--- src/rtl/ram.sv ---
// 64 x 8 random-access memory with asynchronous active-low clear of the whole array.
// Read path is combinational by default; define RAM_REG_OUT_EN for a registered, write-first read.
module ram (
    input  logic       clk,
    input  logic       rst_n,
    input  logic [7:0] Data,
    input  logic [5:0] Addr,
    input  logic       we,
    output logic [7:0] X
);

    logic [7:0] mem [0:63];

    always_ff @(posedge clk or negedge rst_n) begin
        if (!rst_n) begin
            for (int unsigned i = 0; i < 64; i++) begin
                mem[i] <= '0;
            end
        end else if (we) begin
            mem[Addr] <= Data;
        end
    end

`ifdef RAM_REG_OUT_EN
    logic [7:0] xreg;

    // Addr is shared by both ports, so a write always targets the word being read.
    always_ff @(posedge clk or negedge rst_n) begin
        if (!rst_n) begin
            xreg <= '0;
        end else if (we) begin
            xreg <= Data;
        end else begin
            xreg <= mem[Addr];
        end
    end

    assign X = xreg;
`else
    assign X = mem[Addr];
`endif

endmodule

--- config.mk ---
export PLATFORM = sky130hd
export DESIGN_NAME = ram
export DESIGN_NICKNAME = d
export VERILOG_FILES = /design/src/rtl/ram.sv
export SDC_FILE = /design/constraint.sdc
export NUM_CORES = 1
export LEC_CHECK = 0
export CAP_MARGIN = 20
export CORE_MARGIN = 2
export CORE_UTILIZATION = 25
export CTS_CLUSTER_SIZE = 10
export DETAILED_ROUTE_END_ITERATION = 7
export SLEW_MARGIN = 30
export SYNTH_ARGS = -nofsm -noshare
export SYNTH_HDL_FRONTEND = slang
export SYNTH_SLANG_ARGS = --single-unit
--- constraint.sdc ---
create_clock -name clk -period 2.3 [get_ports clk]
set_clock_uncertainty 0.1 [all_clocks]
set_input_delay 0.46 -clock clk [delete_from_list [all_inputs] [get_ports clk]]
set_output_delay 0.46 -clock clk [all_outputs]
set_load 0.005 [all_outputs]
==> results of run 1 <==
per-stage QoR:
step / cell area (um^2) / TNS [ps] / std cells
6_report: 30600 / -7190 / 3267
5_1_grt: 30600 / -7390 / 3267
4_1_cts: 30400 / -7420 / 3263
3_5_place_dp: 28000 / -180160 / 3164
3_3_place_gp: 28000 / -173870 / 3164
2_1_floorplan: 24000 / -1090 / 1751
layer usage:
metal | GRT usage, % | vias to the layer above | share of wire (%) | wire (um)
met4 | 5.58 | 0 | 3.2 | 2430
met2 | 24.4 | 518 | 46 | 35000
met3 | 2.60 | 135 | 5.6 | 4250
met5 | 0 | - | 0 | 0
met1 | 21.6 | 8876 | 45 | 34400
li1 | - | 7081 | - | -
area by class of cell:
type / count / area, um^2 / share of cell area [%]
tap: 1254 / 1570 / 5.13
timing repair buffer: 341 / 3760 / 12.3
sequential: 512 / 12800 / 41.9
clock inverter: 2 / 13.8 / 0.0450
inverter: 1 / 3.75 / 0.0123
multi-input combinational: 1089 / 10900 / 35.5
clock buffer: 68 / 1570 / 5.13
cells by family after synthesis:
| group | after synthesis | synth area share, % |
|---|---|---|
| multiplexers | 578 | 28.1 |
| buffers and inverters | 152 | 3.19 |
| flip-flops | 512 | 54.1 |
| AO/OA/AOI/OAI | 349 | 10.6 |
| AND/OR/NAND/NOR | 160 | 4.05 |
Yosys cell counts, types with 8 or more instances:
library cell               instances  area, um^2
sky130_fd_sc_hd__nor2_1           14        52.6
sky130_fd_sc_hd__buf_6            11         124
sky130_fd_sc_hd__mux2_2          516        5810
sky130_fd_sc_hd__nand2_2          24         150
sky130_fd_sc_hd__o22ai_1          18         113
sky130_fd_sc_hd__o221ai_1          8        70.1
sky130_fd_sc_hd__nand3_1           9        45.0
sky130_fd_sc_hd__a22o_1           17         149
sky130_fd_sc_hd__a221oi_1         51         447
sky130_fd_sc_hd__buf_2            43         215
sky130_fd_sc_hd__a211oi_1         13        97.6
sky130_fd_sc_hd__mux2i_1          33         330
sky130_fd_sc_hd__a22oi_1         109         818
sky130_fd_sc_hd__mux4_2           16         360
sky130_fd_sc_hd__buf_4            13        97.6
sky130_fd_sc_hd__a21oi_1          56         280
sky130_fd_sc_hd__clkbuf_1         72         270
sky130_fd_sc_hd__nor2_2           28         175
sky130_fd_sc_hd__mux2_1           11         124
sky130_fd_sc_hd__o21ai_0          41         205
sky130_fd_sc_hd__buf_1            12        45.0
sky130_fd_sc_hd__nand2_1          28         105
sky130_fd_sc_hd__dfrtp_1         512       12800
timing repair:
action                                  CTS  global route
pin swaps                                38            30
setup buffers                            24             7
endpoints found under the setup margin    8             8
endpoints found under the hold margin    40             0
gates resized for setup                 158            42
cloned                                    4             1
hold buffers                              1             0
critical path, stage by stage, from the launching register on:
cell and delay (ps):
sky130_fd_sc_hd__dfrtp_1 390, sky130_fd_sc_hd__mux2_4 290, sky130_fd_sc_hd__a221oi_4 230, sky130_fd_sc_hd__a21oi_2 60, sky130_fd_sc_hd__o21ai_1 180, sky130_fd_sc_hd__buf_4 160, sky130_fd_sc_hd__nand2_4 70, sky130_fd_sc_hd__or4_4 570
sky130_fd_sc_hd__buf_6 140
power groups by stage:
stage | Clock (mW) | Sequential, mW | Combinational [mW]
detailed placement | 0 | 11.0 | 3.27
global route | 8.77 | 11.1 | 3.77
floorplan | 0 | 10.8 | 2.02
CTS | 8.41 | 10.9 | 3.49
finish | 8.23 | 10.9 | 3.54
global placement | 0 | 11.0 | 3.16
path summary, 6_finish.rpt:
check                         start       end  slack (ps)  depth (start not counted)
setup / recovery            mem[54]      X[6]        -960                          8
hold / removal              Data[6]  mem[230]         310                          4
setup reg to reg           mem[221]  mem[221]        1310                          2
hold reg to reg            mem[229]  mem[229]         390                          1
max in group asynchronous     rst_n    mem[2]         870                          3
min in group asynchronous     rst_n  mem[330]         350                          2
==> Implementation_results.wiki, run 1 <==
{| class="wikitable"
! Metric !! Value
|-
| Clock latency at the later pin of the worst-skew pair || 610 ps
|-
| Final hold slack || 311 ps
|-
| Result of the run || finished with violations
|-
| TritonCTS clock tree || done
|-
| Most used flip-flop cell after synthesis || sky130_fd_sc_hd__dfrtp_1
|-
| Critical path class || reg -> out
|-
| Via count of the first global-routing pass || 17,700
|-
| DRC errors left || 0
|-
| Detail-routed via count per cell || 5.08
|-
| Clock transition at the registers of the reported paths || 50 ps
|-
| Detailed router's first-iteration violation count || 1,370
|-
| # IOs || 25
|-
| Number of port buffers || 24
|-
| Number of antenna violations at the first check in global routing || 1
|-
| Critical path endpoint category || output pin
|-
| Final count of pins violating max slew || 0
|-
| Die area || 97,300 um^2
|-
| Proportion of layout cells with a drive suffix above 1 || 56.2%
|-
| Fill cells || 9,270
|-
| Setup-failing EPs final || 8
|-
| Area Overhead vs Synth || 29.2%
|-
| Net total in the final layout || 2,020
|-
| Avg Inst Size Synth || 13.5 um^2
|-
| Switching Power || 5.92 mW
|-
| Power density over the cells || 741 nW/um^2
|-
| Remaining global-route overflow || 0
|-
| Arrival time of the worst setup path || 2700 ps
|-
| Distinct cell type count of the synthesized netlist || 59
|-
| Relative contribution of combinational cells to total power || 15.6%
|-
| Most frequent standard cell in the layout excluding fill and tap cells || sky130_fd_sc_hd__mux2_2
|-
| Worst slew pin tran || 641 ps
|-
| First drt pass iteration count || 5
|-
| Minimum clock period || 3260 ps
|-
| Starting density of the core || 25.3%
|-
| Reg power frac || 48.1%
|-
| Pin count of the biggest net entering global routing || 77
|-
| Most frequent cells in the layout || sky130_fd_sc_hd__mux2_2 (513), sky130_fd_sc_hd__dfrtp_1 (512), sky130_fd_sc_hd__buf_4 (216), sky130_fd_sc_hd__a22oi_1 (84), sky130_fd_sc_hd__buf_12 (82)
|-
| Sequential element share of the synthesized area || 54.1%
|-
| Final wirelength || 76,100 um
|-
| Post-synthesis cell area || 23,700 um^2
|-
| Place WS || -1740 ps
|-
| Nets in the synthesized netlist || 1,768
|-
| Worst-case clock buffer depth || 3
|-
| H-tree depth || 2
|-
| Worst-case vdd ir drop || 0.536 mV
|-
| Clock network fraction of total power || 36.3%
|-
| Total power of the final layout || 22.7 mW
|-
| Register name with the most flops || mem
|-
| Max-cap violations || 0
|-
| Worst hold path class || in -> reg
|-
| Row cnt || 112
|-
| Standby leakage power || 13.6 nW
|-
| Clock buffer count from CTS || 58
|-
| Final hold vios || 0
|-
| Clock sink count || 512
|-
| Detailed placer's ending HPWL || 51,100 um
|-
| Rel. slew slack || 57.3%
|-
| Switching portion of total power || 26.1%
|-
| Worst Setup Slack, final || -957 ps
|-
| Yosys warnings || 0
|-
| Average wire length per cell after detail routing || 23.3 um
|-
| Gate count of the mapped netlist || 1,751
|-
| Data required time at the worst endpoint || 1740 ps
|-
| Fmax || 307 MHz
|-
| CTS Root Cell || sky130_fd_sc_hd__clkbuf_16
|-
| Share of flip-flops with an asynchronous set or reset || 100%
|-
| Startpoint kind of the worst setup timing path || flop
|-
| Final cell utilization of the core || 32.7%
|-
| Number of flops mapped to enable cells by yosys || 0
|-
| Unrepaired setup endpoints after global routing || yes
|-
| Die span in y || 312 um
|-
| Total via count after detailed routing || 16,600
|-
| Antenna-violating nets left || 0
|-
| Internal Dissipation || 16.8 mW
|-
| Violations in the final reports || negative setup slack
|-
| Largest fanout of any net on the critical path || 2
|-
| Gpl congestion || 0.912
|-
| Die span in x || 312 um
|-
| Top flop regs || mem x512
|-
| Antenna diodes || 0
|-
| Total global-route track usage || 15.6%
|-
| Core outline area || 93,600 um^2
|-
| Flip-flop and latch count after synthesis || 512
|-
| Max reg flops || 512
|-
| Post-route fraction of the period consumed by the critical path || 142%
|-
| First-pass GRT wire length || 116,000 um
|}
(Power assumes the default switching activity.)
==> inputs of run 2 (changes only) <==
--- a/config.mk
+++ b/config.mk
@@ -10,6 +10,7 @@
 export CORE_UTILIZATION = 25
 export CTS_CLUSTER_SIZE = 10
 export DETAILED_ROUTE_END_ITERATION = 7
+export GPL_TIMING_DRIVEN = 0
 export SLEW_MARGIN = 30
 export SYNTH_ARGS = -nofsm -noshare
 export SYNTH_HDL_FRONTEND = slang
==> run 2 against run 1 <==
Effect of this change:
- the run still ends with negative setup slack left
- cell count down 3.9%
- first-iteration DRC count up 42%
- cell area down 3.9%
- critical endpoint is now X[1]
- largest cell class unchanged
==> Implementation_results.wiki, run 2 (synthesis results as in run 1) <==
{| class="wikitable"
! Metric !! Value
|-
| Worst-case vdd ir drop || 0.558 mV (+4.0%)
|-
| Max-cap violations || 0 (unchanged)
|-
| Unrepaired setup endpoints after global routing || yes
|-
| Die span in y || 312 um (unchanged)
|-
| Via count of the first global-routing pass || 17,800 (+0.64%)
|-
| Most frequent cells in the layout || sky130_fd_sc_hd__mux2_2 (516), sky130_fd_sc_hd__dfrtp_1 (512), sky130_fd_sc_hd__a22oi_1 (77), sky130_fd_sc_hd__clkbuf_16 (63), sky130_fd_sc_hd__clkbuf_1 (54)
|-
| Antenna-violating nets left || 0 (unchanged)
|-
| Gpl congestion || 0.980 (+7.4%)
|-
| # IOs || 25 (unchanged)
|-
| Total global-route track usage || 20.2% (+4.7 points)
|-
| Detail-routed via count per cell || 5.54 (+9.0%)
|-
| Internal reg-to-reg setup slack || 1330 ps (+20 ps)
|-
| Starting density of the core || 25.3% (unchanged)
|-
| Capturing point of the worst reg2reg path || mem[358]
|-
| Average wire length per cell after detail routing || 31.9 um (+37%)
|-
| Final hold vios || 0 (unchanged)
|-
| Arrival time of the worst setup path || 2760 ps (+60 ps)
|-
| Worst hold path class || in -> async
|-
| Worst slew pin tran || 1140 ps (+503 ps)
|-
| CTS Root Cell || sky130_fd_sc_hd__clkbuf_16
|-
| CP cell instances || clkdlybuf4s15_2 -> buf_6 -> or3b_4 -> buf_6 -> buf_6 -> o221ai_1 -> o21ai_4 -> and3_1 -> nand4_1 -> buf_2
|-
| Total via count after detailed routing || 17,400 (+4.8%)
|-
| Final cell area excluding filler cells || 29,400 um^2 (-3.9%)
|-
| First drt pass iteration count || 7 (+2)
|-
| First-pass GRT wire length || 140,000 um (+20%)
|-
| Core outline area || 93,600 um^2 (unchanged)
|-
| Die span in x || 312 um (unchanged)
|-
| Clock transition at the registers of the reported paths || 50 ps (about the same)
|-
| Clock latency at the later pin of the worst-skew pair || 630 ps (+20 ps)
|-
| Result of the run || finished with violations
|-
| Post-route fraction of the period consumed by the critical path || 144% (+2.7 points)
|-
| Power density over the cells || 783 nW/um^2 (+5.7%)
|-
| Detailed placer's ending HPWL || 67,500 um (+32%)
|-
| Worst-case clock buffer depth || 3 (unchanged)
|-
| TritonCTS clock tree || done
|-
| Proportion of layout cells with a drive suffix above 1 || 51.6% (-4.6 points)
|-
| Startpoint kind of the worst setup timing path || primary input
|-
| Length in cells of the worst reg-to-reg path || 1 (-1)
|-
| Critical path endpoint category || output pin
|-
| Row cnt || 112 (unchanged)
|-
| Slowest stage delay, CP || 420 ps (-150 ps)
|-
| Remaining global-route overflow || 0 (unchanged)
|-
| Top flop regs || mem x512
|-
| Fmax || 301 MHz (-1.9%)
|-
| Minimum clock period || 3320 ps (+63.1 ps)
|-
| Largest fanout of any net on the critical path || 10 (+8)
|-
| H-tree depth || 2 (unchanged)
|-
| Rel. slew slack || 23.8% (-34 points)
|-
| Number of antenna violations at the first check in global routing || 4 (+3)
|-
| Detailed router's first-iteration violation count || 1,946 (+42%)
|-
| CP dominant cell by count || sky130_fd_sc_hd__buf_6
|-
| Critical path depth in cells || 10 (+2)
|-
| Final wirelength || 100,000 um (+32%)
|-
| Register name with the most flops || mem
|-
| DRC errors left || 0 (unchanged)
|-
| Area post-placement || 25,900 um^2 (-7.5%)
|-
| Net total in the final layout || 1,890 (-6.4%)
|-
| Max reg flops || 512 (unchanged)
|-
| Final hold slack || 207 ps (-104 ps)
|-
| Clock buffer count from CTS || 58 (unchanged)
|-
| Setup TNS || -7620 ps (-426 ps)
|-
| Critical path buffers and inverters || 5 (+3)
|-
| Pin count of the biggest net entering global routing || 91 (+18%)
|-
| Area Overhead vs Synth || 24.2%
|-
| Critical path class || in -> out
|-
| Violations in the final reports || negative setup slack
|-
| Die area || 97,300 um^2 (unchanged)
|-
| Dominant delay contributor by cell family on the critical path || buffers and inverters
|-
| Clock sink count || 512 (unchanged)
|-
| Final count of pins violating max slew || 0 (unchanged)
|-
| Setup-failing EPs final || 12 (+4)
|-
| Number of port buffers || 14 (-42%)
|-
| Worst flop-to-flop path startpoint || mem[358]
|-
| Data required time at the worst endpoint || 1740 ps (about the same)
|-
| Standby leakage power || 12.7 nW (-6.5%)
|-
| Worst Setup Slack, final || -1020 ps (-63.1 ps)
|-
| Worst path slowest cell || sky130_fd_sc_hd__or3b_4
|-
| Most frequent standard cell in the layout excluding fill and tap cells || sky130_fd_sc_hd__mux2_2
|}
run 2: final cells by class:
| cell class | count | area, um^2 |
|---|---|---|
| Inverter | 1 | 3.75 |
| Clock inverter | 2 | 13.8 |
| Multi-Input combinational cell | 1087 | 11100 |
| Sequential cell | 512 | 12800 |
| Fill cell | 9301 | 64200 |
| Clock buffer | 69 | 1560 |
| Buffer | 146 | 1430 |
| Timing Repair Buffer | 67 | 918 |
| Tap cell | 1254 | 1570 |
| Antenna cell | 2 | 5.00 |
run 2: layer usage:
layer  wire length [um]  track usage [%]  vias up
met4               6240             10.9        2
li1                   -                -     6830
met2              43700             30.1      962
met1              40800             27.1     9312
met3               9560             4.73      296
met5                 13                0        -
run 2: timing repair:
| action | CTS | global route |
|---|---|---|
| pin swaps | 48 | 19 |
| endpoints found under the setup margin | 520 | 135 |
| buffers inserted | 32 | 9 |
| cloned | 4 | 1 |
| endpoints found under the hold margin | 158 | 0 |
| hold buffers | 1 | 0 |
| gates resized for setup | 356 | 32 |
run 2: how the worst max path moves through the flow:
| stage | from | slack (ps) | end |
|---|---|---|---|
| 2_1_floorplan | Addr[1] | -190 | X[7] |
| 3_3_place_gp | rst_n | -21240 | mem[389] |
| 3_5_place_dp | Addr[2] | -2960 | X[1] |
| 4_1_cts | mem[405] | -960 | X[5] |
| 5_1_grt | Addr[1] | -1020 | X[1] |
| 6_report | Addr[4] | -1020 | X[1] |
run 2: stage by stage:
stage	total power, mW	instances	utilization (%)	setup slack [ps]
6_report	23.1	3140	31.4	-1020
3_3_place_gp	14.1	3019	27.5	-21240
4_1_cts	22.9	3130	31.2	-957
3_5_place_dp	14.3	3026	27.7	-2960
2_1_floorplan	12.8	1751	-	-193
5_1_grt	23.7	3138	31.4	-1020
run 2: power breakdown:
group | internal (mW) | switching [mW] | total (mW)
clock | 4.67 | 3.67 | 8.35
combinational | 1.76 | 2.01 | 3.77
sequential | 10.2 | 0.720 | 10.9
total | 16.6 | 6.41 | 23.1
==> inputs of run 3 (changes only) <==
--- a/config.mk
+++ b/config.mk
@@ -11,7 +11,7 @@
 export CTS_CLUSTER_SIZE = 10
 export DETAILED_ROUTE_END_ITERATION = 7
 export GPL_TIMING_DRIVEN = 0
-export SLEW_MARGIN = 30
+export SLEW_MARGIN = 20
 export SYNTH_ARGS = -nofsm -noshare
 export SYNTH_HDL_FRONTEND = slang
 export SYNTH_SLANG_ARGS = --single-unit
==> run 3 against run 2 <==
Effect of this change:
- the flow finishes with violations (negative hold slack, negative setup slack)
- combinational power barely moved
- register-to-register slack barely moved
- core utilization is essentially flat
- maximum frequency up 0.61%
- hold slack worse by 490 ps
- via count down 0.94%
- first-iteration DRC count is 2.9% lower
- sequential power is essentially flat
- critical path type unchanged
- critical endpoint unchanged
==> Implementation_results.wiki, run 3 (synthesis results as in run 1) <==
{| class="wikitable"
! Metric !! Value
|-
| Antenna-violating nets left || 0 (unchanged)
|-
| Final cell area excluding filler cells || 29,400 um^2 (about the same)
|-
| Total power of the final layout || 23.1 mW (about the same)
|-
| # IOs || 25 (unchanged)
|-
| Power density over the cells || 784 nW/um^2 (about the same)
|-
| Worst Setup Slack, final || -1000 ps (+20.0 ps)
|-
| Detailed placer's ending HPWL || 67,300 um (-0.21%)
|-
| Data required time at the worst endpoint || 1740 ps (about the same)
|-
| Top flop regs || mem x512
|-
| Result of the run || finished with violations
|-
| Net total in the final layout || 1,880 (-0.53%)
|-
| Total global-route track usage || 20.1% (-0.082 points)
|-
| Average wire length per cell after detail routing || 31.8 um (-0.56%)
|-
| Max-cap violations || 0 (unchanged)
|-
| First-pass GRT wire length || 139,000 um (-0.49%)
|-
| Total via count after detailed routing || 17,200 (-0.94%)
|-
| DRC errors left || 0 (unchanged)
|-
| Unrepaired setup endpoints after global routing || yes
|-
| Final hold slack || -280 ps (-487 ps)
|-
| Place WS || -3370 ps (-407 ps)
|-
| Row cnt || 112 (unchanged)
|-
| Worst-case vdd ir drop || 0.537 mV (-3.6%)
|-
| Violations in the final reports || negative hold slack, negative setup slack
|-
| Clock transition at the registers of the reported paths || 50 ps (about the same)
|-
| Final hold vios || 68 (+68)
|-
| Remaining global-route overflow || 0 (unchanged)
|-
| Register name with the most flops || mem
|-
| Worst slew pin tran || 1110 ps (-36.7 ps)
|-
| Core outline area || 93,600 um^2 (unchanged)
|-
| Die span in y || 312 um (unchanged)
|-
| Number of port buffers || 14 (unchanged)
|-
| Placed cell count || 3,025 (-0.033%)
|-
| Area post-placement || 25,900 um^2 (-0.12%)
|-
| Largest fanout of any net on the critical path || 10 (unchanged)
|-
| Detail-routed via count per cell || 5.50 (-0.69%)
|-
| Worst-case clock buffer depth || 3 (unchanged)
|-
| Area Overhead vs Synth || 24.1% (about the same)
|-
| Gpl congestion || 0.980 (unchanged)
|-
| Critical path class || in -> out
|-
| Proportion of layout cells with a drive suffix above 1 || 51.8% (+0.19 points)
|-
| Fmax || 303 MHz (+0.61%)
|-
| Via count of the first global-routing pass || 17,700 (-0.72%)
|-
| Clock buffer count from CTS || 58 (unchanged)
|-
| Pin count of the biggest net entering global routing || 101 (+11%)
|-
| TritonCTS clock tree || done
|-
| Most frequent cells in the layout || sky130_fd_sc_hd__mux2_2 (516), sky130_fd_sc_hd__dfrtp_1 (512), sky130_fd_sc_hd__a22oi_1 (74), sky130_fd_sc_hd__clkbuf_16 (62), sky130_fd_sc_hd__clkbuf_1 (58)
|-
| Post-route fraction of the period consumed by the critical path || 143% (-0.87 points)
|-
| Startpoint kind of the worst setup timing path || primary input
|-
| Rel. slew slack || 26.2% (+2.4 points)
|-
| Starting density of the core || 25.3% (unchanged)
|-
| Final wirelength || 99,500 um (-0.81%)
|-
| Die area || 97,300 um^2 (unchanged)
|-
| Setup-failing EPs final || 45 (+33)
|-
| Most frequent standard cell in the layout excluding fill and tap cells || sky130_fd_sc_hd__mux2_2
|-
| Detailed router's first-iteration violation count || 1,890 (-2.9%)
|-
| Number of antenna violations at the first check in global routing || 6 (+2)
|-
| Arrival time of the worst setup path || 2740 ps (-20 ps)
|-
| Clock sink count || 512 (unchanged)
|-
| Critical path endpoint category || output pin
|-
| Standby leakage power || 12.6 nW (-0.60%)
|-
| Minimum clock period || 3300 ps (-20.0 ps)
|-
| First drt pass iteration count || 6 (-1)
|-
| Clock latency at the later pin of the worst-skew pair || 610 ps (-20 ps)
|-
| Max reg flops || 512 (unchanged)
|-
| Fill cells || 9,332 (+0.33%)
|-
| Final count of pins violating max slew || 0 (unchanged)
|-
| Worst hold path class || in -> async
|-
| H-tree depth || 2 (unchanged)
|-
| Final cell count without fillers || 3,132 (-0.25%)
|-
| Die span in x || 312 um (unchanged)
|-
| CTS Root Cell || sky130_fd_sc_hd__clkbuf_16
|}
run 3: worst max-delay path, stage by stage:
cell and delay (ps):
sky130_fd_sc_hd__clkdlybuf4s15_2 300, sky130_fd_sc_hd__buf_6 210, sky130_fd_sc_hd__or3b_4 190, sky130_fd_sc_hd__buf_8 200, sky130_fd_sc_hd__buf_8 190, sky130_fd_sc_hd__o22ai_1 100, sky130_fd_sc_hd__o21ai_2 350, sky130_fd_sc_hd__and3_1 250
sky130_fd_sc_hd__nand4_1 230, sky130_fd_sc_hd__buf_2 230
run 3: final cells by class:
type                            count  area [um^2]  area share [%]
Sequential cell                   512        12800            43.6
Multi-Input combinational cell   1087        11200            38.1
Tap cell                         1254         1570            5.34
Clock buffer                       70         1550            5.26
Buffer                            146         1470            4.98
Timing Repair Buffer               57          756            2.57
Clock inverter                      2         38.8           0.132
Antenna cell                        3         7.51          0.0255
Inverter                            1         3.75          0.0128
run 3: worst paths after layout:
path | from | to | slack, ps | cells past startpoint
worst max-delay path | Addr[4] | X[1] | -1000 | 10
worst min-delay path | rst_n | mem[85] | -280 | 1
worst max register to register | mem[358] | mem[358] | 1320 | 1
worst min register to register | mem[280] | mem[280] | 400 | 1
max in group asynchronous | rst_n | mem[419] | 580 | 4
min in group clk | mem[280] | mem[280] | 400 | 1
run 3: what timing repair did:
item                                    4_1_cts  5_1_grt
gates cloned                                  5        0
endpoints found under the hold margin        68       68
buffers inserted                             22       10
pin swaps                                    56       33
resized for setup                           361       54
endpoints found under the setup margin      520       60
run 3: through the flow:
| stage | setup TNS, ps | utilization (%) |
|---|---|---|
| after floorplan | -1090 | - |
| after global placement | - | 27.5 |
| after detailed placement | -761890 | 27.7 |
| after CTS | -7990 | 31.0 |
| after global routing | -7430 | 31.4 |
| final | -8610 | 31.4 |
run 3: per-layer routing:
metal / wire length, um / track usage, %
met1: 41600 / 26.9
met2: 43700 / 30.2
met5: 15 / 0
met3: 8190 / 4.59
met4: 5930 / 10.9
run 3: report_power, final:
| part | switching [mW] | internal (mW) | leakage, nW |
|---|---|---|---|
| clock network | 3.61 | 4.73 | 0.777 |
| registers | 0.736 | 10.2 | 6.80 |
| logic | 2.00 | 1.75 | 5.04 |
| total | 6.35 | 16.7 | 12.6 |
